===== config.mk =====
export PLATFORM = sky130hd
export DESIGN_NAME = step_pulse_conditioner
export DESIGN_NICKNAME = d
export VERILOG_FILES = /design/src/rtl/step_pulse_conditioner.sv
export SDC_FILE = /design/constraint.sdc
export NUM_CORES = 1
export LEC_CHECK = 0
export ABC_AREA = 1
export CAP_MARGIN = 20
export CELL_PAD_IN_SITES_DETAIL_PLACEMENT = 2
export CELL_PAD_IN_SITES_GLOBAL_PLACEMENT = 2
export CORE_AREA = 10 10 99 101
export CTS_CLUSTER_DIAMETER = 30
export DETAILED_ROUTE_END_ITERATION = 12
export DIE_AREA = 0 0 109 111
export DONT_BUFFER_PORTS = 1
export PLACE_DENSITY = 0.77
export SLEW_MARGIN = 20
export SYNTH_ARGS = -nofsm -noshare
export SYNTH_HDL_FRONTEND = slang
export SYNTH_SLANG_ARGS = --single-unit
export TNS_END_PERCENT = 5

===== constraint.sdc =====
create_clock -name clk -period 1.3 [get_ports clk]
set_input_delay 0.13 -clock clk [delete_from_list [all_inputs] [get_ports clk]]
set_output_delay 0.13 -clock clk [all_outputs]
set_load 0.03 [all_outputs]

===== src/rtl/step_pulse_conditioner.sv =====
// =============================================================================
// step_pulse_conditioner -- sync, debounce and refractory filter for step pulses
// Revision 1.0
// =============================================================================
`timescale 1ns/1ps
`default_nettype none

module step_pulse_conditioner #(
   parameter int SYNC_STAGES     = 2,
   parameter int DEBOUNCE_CYCLES = 16,
   parameter int PULSE_WIDTH     = 4,
   parameter int MIN_GAP_CYCLES  = 64,
   parameter int CNT_W           = 16
) (
   input  logic             clk,
   input  logic             reset,
   input  logic             raw_step,
   input  logic             enable,
   output logic             pulseOut,
   output logic             step_valid,
   output logic             debounced,
   output logic [CNT_W-1:0] accepted_count,
   output logic [7:0]       reject_count
);

   localparam int DB_W  = $clog2(DEBOUNCE_CYCLES + 1);
   localparam int GAP_W = $clog2(MIN_GAP_CYCLES + 1);

   localparam logic [DB_W-1:0]  DB_LAST = DB_W'(DEBOUNCE_CYCLES - 1);
   localparam logic [DB_W-1:0]  DB_ONE  = DB_W'(1);
   localparam logic [GAP_W-1:0] G_ONE   = GAP_W'(1);
   localparam logic [GAP_W-1:0] G_PW    = GAP_W'(PULSE_WIDTH);
   localparam logic [GAP_W-1:0] G_GAP   = GAP_W'(MIN_GAP_CYCLES);
   localparam logic [CNT_W-1:0] ACC_ONE = CNT_W'(1);
   localparam logic [7:0]       REJ_MAX = 8'hFF;

   localparam logic [1:0] IDLE  = 2'd0;
   localparam logic [1:0] PULSE = 2'd1;
   localparam logic [1:0] GAP   = 2'd2;

   logic [SYNC_STAGES-1:0] sync;
   logic                   s;
   logic [DB_W-1:0]        db_cnt;
   logic                   debounced_q;
   logic                   rise;
   logic [1:0]             state;
   logic [GAP_W-1:0]       g;
   logic                   accept;

   always_ff @(posedge clk or negedge reset) begin
      if (!reset) begin
         sync <= '0;
      end else begin
         sync <= {sync[SYNC_STAGES-2:0], raw_step};
      end
   end

   assign s = sync[SYNC_STAGES-1];

   always_ff @(posedge clk or negedge reset) begin
      if (!reset) begin
         db_cnt    <= '0;
         debounced <= 1'b0;
      end else if (s == debounced) begin
         db_cnt <= '0;
      end else if (db_cnt == DB_LAST) begin
         debounced <= s;
         db_cnt    <= '0;
      end else begin
         db_cnt <= db_cnt + DB_ONE;
      end
   end

   // Edge strobe is registered so the FSM sees a clean single-cycle event.
   always_ff @(posedge clk or negedge reset) begin
      if (!reset) begin
         debounced_q <= 1'b0;
         rise        <= 1'b0;
      end else begin
         debounced_q <= debounced;
         rise        <= debounced & ~debounced_q;
      end
   end

   assign accept = rise && enable && (state == IDLE);

   always_ff @(posedge clk or negedge reset) begin
      if (!reset) begin
         state          <= IDLE;
         g              <= '0;
         pulseOut       <= 1'b0;
         step_valid     <= 1'b0;
         accepted_count <= '0;
      end else begin
         step_valid <= 1'b0;
         case (state)
            IDLE: begin
               if (accept) begin
                  state          <= PULSE;
                  g              <= G_ONE;
                  pulseOut       <= 1'b1;
                  step_valid     <= 1'b1;
                  accepted_count <= accepted_count + ACC_ONE;
               end
            end
            PULSE: begin
               g <= g + G_ONE;
               if (g == G_PW) begin
                  pulseOut <= 1'b0;
                  state    <= GAP;
               end
            end
            GAP: begin
               if (g == G_GAP) begin
                  state <= IDLE;
                  g     <= '0;
               end else begin
                  g <= g + G_ONE;
               end
            end
            default: begin
               state    <= IDLE;
               g        <= '0;
               pulseOut <= 1'b0;
            end
         endcase
      end
   end

   // Any rise not taken by IDLE (busy or disabled) is counted, never queued.
   always_ff @(posedge clk or negedge reset) begin
      if (!reset) begin
         reject_count <= '0;
      end else if (rise && !accept && (reject_count != REJ_MAX)) begin
         reject_count <= reject_count + 8'd1;
      end
   end

endmodule

`default_nettype wire


==> qor.txt <==
Status: finished with violations
Failing checks: setup timing
Layout Skew: 0.0111 ns
Final core occ: 0.402
Pins Over Slew Limit: 0
CP dominant cell by count: nand2_1
Top Layer Used: met4
Port buffer count: 0
Mean Syn Cell Area: 8.10 um^2
Startpoint Class: flip-flop
Post-layout instance area: 0.00321 mm^2
Via density per instance: 4.69
Area delta synth->final: 40.0%
Final WS setup: -0.0585 ns
RSZ-0062 raised after global routing: yes
Placed Area: 0.00278 mm^2
Die W: 109 um
Syn_nets: 292
LEAKAGE: 1.65 nW
Power Total: 2.67 mW
H-Tree Level Count: 2
Number of global-route vias before repair: 2449
Routed length on met3: 337 um
Final Hold Fails: 0
Clk_lat worst skew: 0.31 ns
Wl on met1: 3070 um
Detailed-route DRC error count: 0
CTS max path bufs: 2
Final worst-path cycle share: 1.04
Detailed placement HPWL: 5410 um
CTS tree: done
Slew @ Worst Pin: 0.315 ns
Yosys reg bits: 45
Final wirelength: 7720 um
Worst path bufs/invs: 1
Sequential cell area: 0.00114 mm^2
Distinct cells, synth: 25
Most frequent cells in the layout: 75 x nand2_1, 53 x buf_4, 37 x dfrtp_1
Critical path's top delay family: simple AND/OR/NAND/NOR gates
Final critical-path required period: 1.36 ns
ANT nets after route: 0
Drt wl/cell: 17.0 um
Slowest-stage cell, CP: dfrtp_2
Worst path cell trace: inv_2, nand2_2, nor2_4, nand3b_1, nor2_4, nand2_1, nand2_1, nand2_1
Rel. slew slack: 0.790
Setup Crit Path Kind: flip-flop to flip-flop
Rows: 33
FILL cells: 873
Most common cell after layout, fill and taps aside: nand2_1
Crit. End Element: flip-flop
Global-route wire length before repair: 12400 um
Max Cap Violations: 0
Fmax: 0.736 GHz
WP data required: 1.52 ns
Final setup violating endpoints: 18
P per Cell Area: 831 mW/mm^2
DR vias: 2131
Total CTS buffers: 5
Initial Util: 0.287
I/O pin count: 31
Total die area: 0.0121 mm^2
Core area: 0.00797 mm^2
Clock slew at reported path FFs: 0.10 ns
Hold WC Path Type: primary input to flip-flop
Clock sinks: 45
Root Driver: clkbuf_8
Grt ovf: 0
Largest net degree at the start of global routing: 46
Synthesized area: 0.00229 mm^2
Slowest Stage Delay on Critical Path: 0.46 ns
WL met2: 4140 um
Die height: 111 um
Placer Congestion: 0.796
Sequential element share of the synthesized area: 0.492
Layout cells sized above 1: 0.372
Initial DRT Pass Iterations: 3
Final #Nets: 357
Hold Slack: 0.123 ns
Multi-input logic area: 0.00122 mm^2
CP arrival: 1.58 ns
CP Max Fanout: 3
Initial antenna violation count: 0
Peak VDD IR: 0.000400 V
Diode count: 0
Cells after synthesis: 283
Yosys Warn Count: 0
1st-iter DRT viols: 65
GRT Total Usage: 0.126
## sequential cells by signal (all words and copies together) (netlist names)
signal and count:
g 7, debounced 1, debounced_q 1, pulseOut 1, db_cnt 5, reject_count 8, step_valid 1, state 2
sync 2, accepted_count 16, rise 1
## final cells by class
class	count	share of cell area
Sequential cell	45	0.354
Clock buffer	5	0.0215
Multi-Input combinational cell	200	0.379
Timing Repair Buffer	60	0.153
Clock inverter	3	0.00897
Inverter	36	0.0421
Tap cell	105	0.0410
## report_power, final
part	internal [mW]	switching, mW
clock	0.407	0.581
combinational	0.0945	0.133
sequential	1.43	0.0235
## routing by layer
metal | GRT usage | vias to the layer above
li1 | - | 1004
met1 | 0.141 | 1077
met2 | 0.230 | 33
met3 | 0.0291 | 17
met4 | 0.0325 | 0
met5 | 0 | -
## tightest hold or removal path, cell delays in order
cell and delay (ns):
nand2_4 0.05, inv_2 0.08, o21ai_0 0.08, nand2_1 0.07
## what timing repair did
action,CTS,global route
pin swaps,12,13
endpoints found under the setup margin,21,32
hold buffers,3,0
gates resized for setup,30,38
endpoints found under the hold margin,46,0
setup buffers,6,3
## metrics by stage
step	setup TNS (ns)	worst slack (ns)	std cells
6_report	-0.505	-0.0585	454
5_1_grt	-2.70	-0.175	454
4_1_cts	-1.13	-0.0899	451
3_5_place_dp	-1.13	-0.124	434
3_3_place_gp	-0.0164	-0.00781	434
2_1_floorplan	-0.311	-0.0458	283
## final timing paths
check,depth (start not counted),endpoint,startpoint,slack (ns)
setup / recovery,8,accepted_count[10],state[1],-0.06
hold / removal,4,g[0],enable,0.12
max in group asynchronous,2,accepted_count[2],reset,0.76
setup reg to reg,8,accepted_count[10],state[1],-0.06
min in group asynchronous,2,sync[1],reset,0.30
hold reg to reg,0,sync[1],sync[0],0.38
## cells in the mapped netlist
| cell type | n | area (um^2) |
|---|---|---|
| a21oi_1 | 2 | 10.0 |
| and3_1 | 1 | 6.26 |
| buf_2 | 1 | 5.00 |
| buf_6 | 1 | 11.3 |
| dfrtp_1 | 45 | 1130 |
| ha_1 | 5 | 62.6 |
| inv_1 | 33 | 124 |
| inv_2 | 3 | 11.3 |
| nand2_1 | 89 | 334 |
| nand2_2 | 2 | 12.5 |
| nand2_4 | 1 | 11.3 |
| nand3_1 | 13 | 65.1 |
| nand3b_1 | 2 | 15.0 |
| nand4_1 | 8 | 50.1 |
| nor2_1 | 35 | 131 |
| nor2_2 | 5 | 31.3 |
| nor2_4 | 2 | 22.5 |
| nor3_1 | 1 | 5.00 |
| nor3_2 | 1 | 10.0 |
| o21ai_0 | 10 | 50.1 |
| o21ai_1 | 1 | 5.00 |
| o21ai_2 | 1 | 8.76 |
| o31ai_1 | 1 | 7.51 |
| xnor2_1 | 5 | 43.8 |
| xor2_1 | 15 | 131 |
## cell families (layout without fill, tap and decap cells)
family	after synthesis	count (layout)	synth area share
buf+inv	38	104	0.0661
xor+xnor	20	20	0.0765
flops	45	45	0.492
compound gates	15	15	0.0355
simple gates	160	160	0.303
fa+ha+maj	5	5	0.0273
Power figures use the tool's default switching activity.
